## src/rtl/ex_div_unit_pkg.sv

```systemverilog
// Shared encodings for the EX-stage divider: FSM states and ready/start levels.
package ex_div_unit_pkg;

  typedef enum logic [1:0] {
    DivFree   = 2'b00,
    DivByZero = 2'b01,
    DivOn     = 2'b10,
    DivEnd    = 2'b11
  } div_state_e;

  localparam logic DivResultReady    = 1'b1;
  localparam logic DivResultNotReady = 1'b0;
  localparam logic DivStart          = 1'b1;
  localparam logic DivStop           = 1'b0;

endpackage

```

## src/rtl/ex_div_unit.sv

```systemverilog
// Multi-cycle radix-2 restoring divider (DIV/DIVU) producing {remainder, quotient}.
// Build option DIV_ZERO_FAST_EN: divide-by-zero skips the BY_ZERO state and is ready one cycle earlier.
module ex_div_unit
  import ex_div_unit_pkg::*;
#(
  parameter int WIDTH = 32,
  parameter int CNT_W = 6
) (
  input  logic               clk,
  input  logic               rst,
  input  logic               div_start,
  input  logic               signed_div,
  input  logic [WIDTH-1:0]   opdata1,
  input  logic [WIDTH-1:0]   opdata2,
  input  logic               annul,
  output logic [2*WIDTH-1:0] result,
  output logic               ready,
  output logic               stallreq
);

  localparam logic [CNT_W-1:0] CNT_LAST = CNT_W'(WIDTH - 1);
  localparam logic [CNT_W-1:0] CNT_ONE  = CNT_W'(1);
  localparam logic [WIDTH-1:0] ZERO_W   = {WIDTH{1'b0}};
  localparam logic [WIDTH-1:0] ONES_W   = {WIDTH{1'b1}};
  localparam logic [WIDTH-1:0] ONE_W    = {{(WIDTH-1){1'b0}}, 1'b1};

  function automatic logic [WIDTH-1:0] cond_neg(input logic [WIDTH-1:0] v, input logic neg);
    cond_neg = neg ? (~v + ONE_W) : v;
  endfunction

  div_state_e         state_r, state_next_s;
  logic [CNT_W-1:0]   cnt_r;
  logic [WIDTH-1:0]   rem_r, quo_r, divisor_r;
  logic               neg_quo_r, neg_rem_r;
  logic [2*WIDTH-1:0] result_r;
  logic [WIDTH:0]     shifted_s, diff_s;
  logic [WIDTH-1:0]   rem_next_s, quo_next_s;
  logic               go_s, zero_div_s;

  assign go_s       = div_start & ~annul;
  assign zero_div_s = (opdata2 == ZERO_W);

  // Next-state logic; annul and a dropped start abort from any state.
  always_comb begin
    state_next_s = state_r;
    case (state_r)
      DivFree: begin
        if (go_s && zero_div_s) begin
`ifdef DIV_ZERO_FAST_EN
          state_next_s = DivEnd;
`else
          state_next_s = DivByZero;
`endif
        end else if (go_s) begin
          state_next_s = DivOn;
        end else begin
          state_next_s = DivFree;
        end
      end
      DivByZero: begin
        if (!go_s) state_next_s = DivFree;
        else       state_next_s = DivEnd;
      end
      DivOn: begin
        if (!go_s)                 state_next_s = DivFree;
        else if (cnt_r == CNT_LAST) state_next_s = DivEnd;
        else                       state_next_s = DivOn;
      end
      DivEnd:  state_next_s = DivFree;
      default: state_next_s = DivFree;
    endcase
  end

  // One restoring step: shift in the next dividend bit, keep the difference if it did not go negative.
  always_comb begin
    shifted_s = {rem_r, quo_r[WIDTH-1]};
    diff_s    = shifted_s - {1'b0, divisor_r};
    if (!diff_s[WIDTH]) begin
      rem_next_s = diff_s[WIDTH-1:0];
      quo_next_s = {quo_r[WIDTH-2:0], 1'b1};
    end else begin
      rem_next_s = shifted_s[WIDTH-1:0];
      quo_next_s = {quo_r[WIDTH-2:0], 1'b0};
    end
  end

  // State register.
  always_ff @(posedge clk) begin
    if (rst) state_r <= DivFree;
    else     state_r <= state_next_s;
  end

  // Datapath: operand latch, iteration, and result load on entry to END.
  always_ff @(posedge clk) begin
    if (rst) begin
      cnt_r     <= {CNT_W{1'b0}};
      rem_r     <= ZERO_W;
      quo_r     <= ZERO_W;
      divisor_r <= ZERO_W;
      neg_quo_r <= 1'b0;
      neg_rem_r <= 1'b0;
      result_r  <= {2*WIDTH{1'b0}};
    end else begin
      case (state_r)
        DivFree: begin
          if (go_s && !zero_div_s) begin
            cnt_r     <= {CNT_W{1'b0}};
            rem_r     <= ZERO_W;
            quo_r     <= cond_neg(opdata1, signed_div & opdata1[WIDTH-1]);
            divisor_r <= cond_neg(opdata2, signed_div & opdata2[WIDTH-1]);
            neg_quo_r <= signed_div & (opdata1[WIDTH-1] ^ opdata2[WIDTH-1]);
            neg_rem_r <= signed_div & opdata1[WIDTH-1];
          end
`ifdef DIV_ZERO_FAST_EN
          if (go_s && zero_div_s) result_r <= {opdata1, ONES_W};
`endif
        end
        DivByZero: begin
          if (state_next_s == DivEnd) result_r <= {opdata1, ONES_W};
        end
        DivOn: begin
          if (go_s) begin
            rem_r <= rem_next_s;
            quo_r <= quo_next_s;
            cnt_r <= cnt_r + CNT_ONE;
          end
          if (state_next_s == DivEnd)
            result_r <= {cond_neg(rem_next_s, neg_rem_r), cond_neg(quo_next_s, neg_quo_r)};
        end
        default: begin
          cnt_r <= cnt_r;
        end
      endcase
    end
  end

  assign result   = result_r;
  assign ready    = (state_r == DivEnd) ? DivResultReady : DivResultNotReady;
  // Stall depends only on the request and the FSM, never on the datapath.
  assign stallreq = div_start & (state_r != DivEnd);

endmodule

```

## config.mk

```make
export PLATFORM = sky130hd
export DESIGN_NAME = ex_div_unit
export DESIGN_NICKNAME = d
export VERILOG_FILES = /design/src/rtl/ex_div_unit_pkg.sv /design/src/rtl/ex_div_unit.sv
export SDC_FILE = /design/constraint.sdc
export NUM_CORES = 1
export LEC_CHECK = 0
export ABC_AREA = 1
export BUFFER_PORTS_ARGS = -buffer_cell sky130_fd_sc_hd__buf_4
export CELL_PAD_IN_SITES_DETAIL_PLACEMENT = 0
export CELL_PAD_IN_SITES_GLOBAL_PLACEMENT = 1
export CORE_UTILIZATION = 42
export CTS_CLUSTER_SIZE = 30
export DETAILED_ROUTE_END_ITERATION = 7
export GPL_TIMING_DRIVEN = 0
export HOLD_SLACK_MARGIN = 0.05
export PLACE_DENSITY = 0.77
export REMOVE_ABC_BUFFERS = 1
export SLEW_MARGIN = 20
export SYNTH_ARGS = -nofsm -noshare
export SYNTH_HDL_FRONTEND = slang
export SYNTH_SLANG_ARGS = --single-unit
```

## constraint.sdc

```tcl
create_clock -name clk -period 5.2 [get_ports clk]
set_input_delay 0.26 -clock clk [delete_from_list [all_inputs] [get_ports clk]]
set_output_delay 0.26 -clock clk [all_outputs]
set_load 0.005 [all_outputs]
```

---- Word-level counts from Yosys, hierarchy flattened ----
Cells that the tools add are included.
Widths: inputs -> output; s select.
cells by class
  multiplexer cells ....................... 25
  equality and inequality tests ........... 10
  reduce and logical (&&, ||, !) cells .... 10
  bitwise logic cells ..................... 11
  add/sub/neg operators ................... 6
operators with widths
  operator               number
  $mux 32                9
  $add 32x1->32 const B  4
  $mux 64                2
  $not 32->32            4
  $pmux 32 s2            2
  $pmux 64 s2            1
  $sub 33x32->33         1
  $logic_not 32->1       1
  $mux 6                 2
  $pmux 6 s2             1
  $ne 2x2->1 const B     5
  $mux 2                 4
  $pmux 2 s4             1
  $add 6x1->6 const B    1
  $eq 2x2->1 const B     3
  $eq 6x5->1 const B     1
  $reduce_and 3->1       2
  $and 1x1->1            5
  $reduce_bool 2->1      2
  $mux 1                 3
  $eq 2x1->1 const B     1
  $logic_and 1x1->1      2
  $logic_not 2->1        1
  $reduce_and 2->1       1
  other kinds (3)        3
word-level totals
  output and inout bits ................... 66
  word-level logic and storage cells ...... 70
  bits in registers ....................... 170

---- Logic depth before layout (Yosys ltp) ----
  depth after elaboration ................. 8
  depth in mapped cells ................... 30

---- Least setup slack after synthesis ----
No wires, ideal clock.
  path type ............................... flip-flop to flip-flop
  start point ............................. register quo_r[31]
  end point ............................... register result_r[28] (netlist: result[28])
  period minus slack after synthesis ...... 3,787 ps
  arrival ................................. 3,717 ps
  data required time ...................... 5,130 ps
  stages on the path, launching flop included .. 29
  slack ................................... 1,413 ps
  path through ............................ dfxtp_1 > inv_1 > ha_1 > inv_1 > fa_1 > nand2_1 > nand2_1 > nand3_1 > nand2_1 > nand2_1 > nand2_2 > nand2_4 > nand3_4 > nand2_8 > buf_6 > ha_1 > nand2_1 > nor3_1 > nand2_1 > nor3_2 > nand3_1 > nand2_1 > o21ai_0 > a21oi_1 > o21ai_1 > o21bai_1 > o21ai_0 > a21oi_1 > a21oi_1
between the ends
  cells in the longest elaborated chain, start to end .. 7
ends and longest elaborated chain
  element                   line                RTL
  start: declaration        ex_div_unit.sv:33   logic [WIDTH-1:0] rem_r, quo_r, divisor_r;
  start signal: assignment  ex_div_unit.sv:109  quo_r <= cond_neg(opdata1, signed_div & opdata1[WIDTH-1]);
  start signal: assignment  ex_div_unit.sv:124  quo_r <= quo_next_s;
  $sub 33x32->33            ex_div_unit.sv:77   diff_s = shifted_s - {1'b0, divisor_r};
  $mux 1                    ex_div_unit.sv:78   if (!diff_s[WIDTH]) begin
  $not 32->32               ex_div_unit.sv:28   cond_neg = neg ? (~v + ONE_W) : v;
  $add 32x1->32             ex_div_unit.sv:28
  $mux 32                   ex_div_unit.sv:28
  $mux 64                   ex_div_unit.sv:127  if (state_next_s == DivEnd)
  $pmux 64 s2               ex_div_unit.sv:104  case (state_r)
  end signal: assignment    ex_div_unit.sv:102  result_r <= {2*WIDTH{1'b0}};
  end signal: assignment    ex_div_unit.sv:119  if (state_next_s == DivEnd) result_r <= {opdata1, ONES_W};
  end signal: assignment    ex_div_unit.sv:128  result_r <= {cond_neg(rem_next_s, neg_rem_r), cond_neg(quo_next_s, neg_quo_r)};
  end: declaration          ex_div_unit.sv:35   logic [2*WIDTH-1:0] result_r;
No other way between the ends. The select of a mux whose other input is x is not followed.
A chain may end at the register's enable or synchronous reset.

---- Worst setup path after layout ----
  start point ............................. register quo_r[31]
  end point ............................... register result_r[26] (netlist: result[26])
The elaborated chain is that of the path after synthesis.

==> results.yml <==
cells_and_area:
  seqCellArea_sq_um: 3400
  fin_util_pct: 49.5
  nNetsFinal: 2277
  final_area_sq_um: 14800
  drive_above_1_share_pct: 12.8
  syn_to_final_growth_pct: 14.7
  fillCellCount: 3204
  antenna-diode-count: 0
  multi_input_area_sq_um: 8110
  fin_cells: 2573
sta:
  setup_viol: 0
  final.min_clock_period_ps: 4630
  fin_hold_ws_ps: 86.2
  tns_ps: 0
  min_period_over_period_pct: 89.0
  finalHoldViolations: 0
  fin_skew_ps: 13.1
  fmax_ghz: 0.216
  rsz0062_at_grt: "no"
  slew_violations: 0
  slew_headroom_pct: 36.0
  worst_slew_pin_slew_ps: 954
min_path:
  min_path_type: "input pin to flop"
placed_design:
  gp_congestion: 0.903
  postPlaceCellArea_sq_um: 14200
  portBuffers: 134
  hpwl_mm: 30.2
  placed_cells: 2540
synthesis:
  synth_top_family_by_area: "simple AND/OR/NAND/NOR gates"
  yosys.area_share.simple_pct: 34.2
  synthAdderAreaFrac_pct: 3.73
  yosysWarningCount: 0
  synth_seq_area_share_pct: 26.3
  synth.distinct_cells: 58
  ys_async_sr_fraction_pct: 0
  syn_avg_cell_area_sq_um: 6.18
  synth_edf_count: 0
  synthCells: 2094
  synth-compound-area-share_pct: 20.4
  ys_ff_latch: 170
  yosys-mux-area-fraction_pct: 0
  synth_ff_type: "dfxtp_1"
  synth_xor_area_share_pct: 4.00
  mappedNetlistArea_sq_um: 12900
critical_path:
  cp_common_cell: "nand2_1"
  cp.arrival_ps: 5010
  crit_slowest_cell: "fa_1"
  worstSetupStartpoint: "quo_r[31]$_SDFFE_PP0P_"
  cp.required_ps: 5590
  setup.worst_path.end: "result[26]$_SDFFE_PP0P_"
  path_max_fanout: 17
  slowest_delay_ps: 400
  timing.rr.end: "result[26]$_SDFFE_PP0P_"
  r2r_cells: 27
  rrSetupSlack_ps: 570
  endpoint_kind: "flop"
  critPathKind: "flop to flop"
  r2r_start: "quo_r[31]$_SDFFE_PP0P_"
  crit_path_start_kind: "flop"
detailed_routing:
  final_antenna_net_count: 0
  drt-initial-drc-count: 794
  routed_via_density: 5.19
  via_count: 13400
  drcViolationCount: 0
  wl_per_cell_um: 15.6
  wl_mm: 40.1
  dr.pass1.iters: 6
floorplanning:
  num_rows: 63
  initial_utilization_pct: 43.2
  die_h_um: 177
  num_io_pins: 135
  design.core.area_sq_um: 30000
  die_w_um: 177
  fp.dieArea_sq_um: 31500
run_status:
  outcome: "finished clean"
global_route:
  grt_pass1_vias: 12500
  use_met2_pct: 43.5
  grt_remaining_overflow: 0
  top_usage_layer: "met2"
  grt_usage_pct: 26.0
  grt_max_degree: 83
  grt_pass1_wl_mm: 64.7
  antenna_found_initial: 0
  grtUsageMet1_pct: 35.4
  use_met3_pct: 2.83
clock_tree:
  postCtsHoldBufs: 0
  clk_pin_slew_ps: 70
  cts_tree: "built"
  htreeDepth: 4
  cts_buffers: 17
  cts.sinks: 170
  cts_buffer_depth: 2
  cts_root_buf: "clkbuf_16"
  clock_latency_ps: 440
power:
  peakVddDrop_mv: 0.228
  p_per_area_nw_per_um2: 231
  p_leak_nw: 7.14
job:
  cap_violations: 0
## cell usage after synthesis, types with 12 or more instances
cell type	instances	share of area, %
nand2_1	540	16
inv_1	272	7.9
a21oi_1	195	7.5
nor2_1	191	5.5
dfxtp_1	170	26
o21ai_0	130	5.0
nand3_1	125	4.8
clkbuf_1	59	1.7
ha_1	37	3.6
xor2_1	35	2.4
nand2_2	31	1.5
nor3_1	27	1.0
nand4_1	24	1.2
xnor2_1	24	1.6
a31oi_1	23	1.1
o211ai_1	17	0.99
a211oi_1	12	0.70
## what timing repair did
action | CTS | global route
setup buffers | 0 | 0
endpoints found under the setup margin | 0 | 5
endpoints found under the hold margin | 0 | 0
gates resized for setup | 0 | 1
## per-layer routing
layer | vias up | share of wire (%)
li1 | 7011 | -
met1 | 5955 | 48
met2 | 337 | 45
met3 | 51 | 4.6
met4 | 0 | 1.8
met5 | - | 0
## critical path, delay by kind of cell (launching register included)
kind / cells / cell delay, ps
adders and majority gates: 3 / 810
and+or+nand+nor: 15 / 1960
buffers and inverters: 3 / 340
DFF: 1 / 300
AOI/OAI and AO/OA: 5 / 990
xor gates and xnor gates: 1 / 170
## cell usage in the layout, fill, tap and decap left out, types with 24 or more instances in the layout
cell	count
nand2_2	31
nand4_1	24
o21ai_0	130
nor2_1	189
inv_1	269
xnor2_1	24
dfxtp_1	169
nand3_1	124
xor2_1	35
nor3_1	26
a21oi_1	195
nand2_1	540
buf_4	133
ha_1	37
## logic make-up after synthesis
family | Yosys count
AND/OR/NAND/NOR | 1006
AO/OA/AOI/OAI | 456
buffers and inverters | 365
flip-flops | 170
XOR/XNOR | 59
adder cells (fa/ha/maj) | 38
## power by group
| part | switching, mW | leakage [nW] | internal (mW) |
|---|---|---|---|
| combinational | 0.506 | 5.48 | 0.259 |
| sequential | 0.0402 | 1.38 | 1.34 |
| clock | 0.582 | 0.273 | 0.690 |
| total | 1.13 | 7.14 | 2.29 |
## area by class of cell
class | count | area share [%]
Inverter | 279 | 7.11
Clock buffer | 20 | 3.08
Sequential cell | 170 | 23.0
Timing Repair Buffer | 142 | 8.09
Tap cell | 390 | 3.29
Multi-Input combinational cell | 1560 | 54.7
Clock inverter | 12 | 0.776
## stage by stage
stage,setup slack [ps],power (mW)
after floorplan,-2670,1.92
after global placement,-8430,2.16
after detailed placement,390,2.17
after CTS,369,3.44
after global routing,35.6,3.60
final,574,3.42
## worst min-delay path by stage
stage	to	slack (ps)	from	depth (start not counted)
3_3_place_gp	result[17]$_SDFFE_PP0P_	450	result[17]$_SDFFE_PP0P_	2
2_1_floorplan	result[48]$_SDFFE_PP0P_	320	rst	1
5_1_grt	divisor_r[0]$_SDFFE_PP0P_	90	opdata2[0]	3
3_5_place_dp	result[36]$_SDFFE_PP0P_	460	result[36]$_SDFFE_PP0P_	2
4_1_cts	divisor_r[0]$_SDFFE_PP0P_	80	opdata2[0]	3
6_report	divisor_r[0]$_SDFFE_PP0P_	90	opdata2[0]	3
## sequential cells by signal, summed over array words and instances (netlist names)
signal     cells
rem_r         32
quo_r         32
neg_quo_r      1
cnt_r          6
result        64
state_r        2
divisor_r     32
neg_rem_r      1
Power figures use the tool's default switching activity.
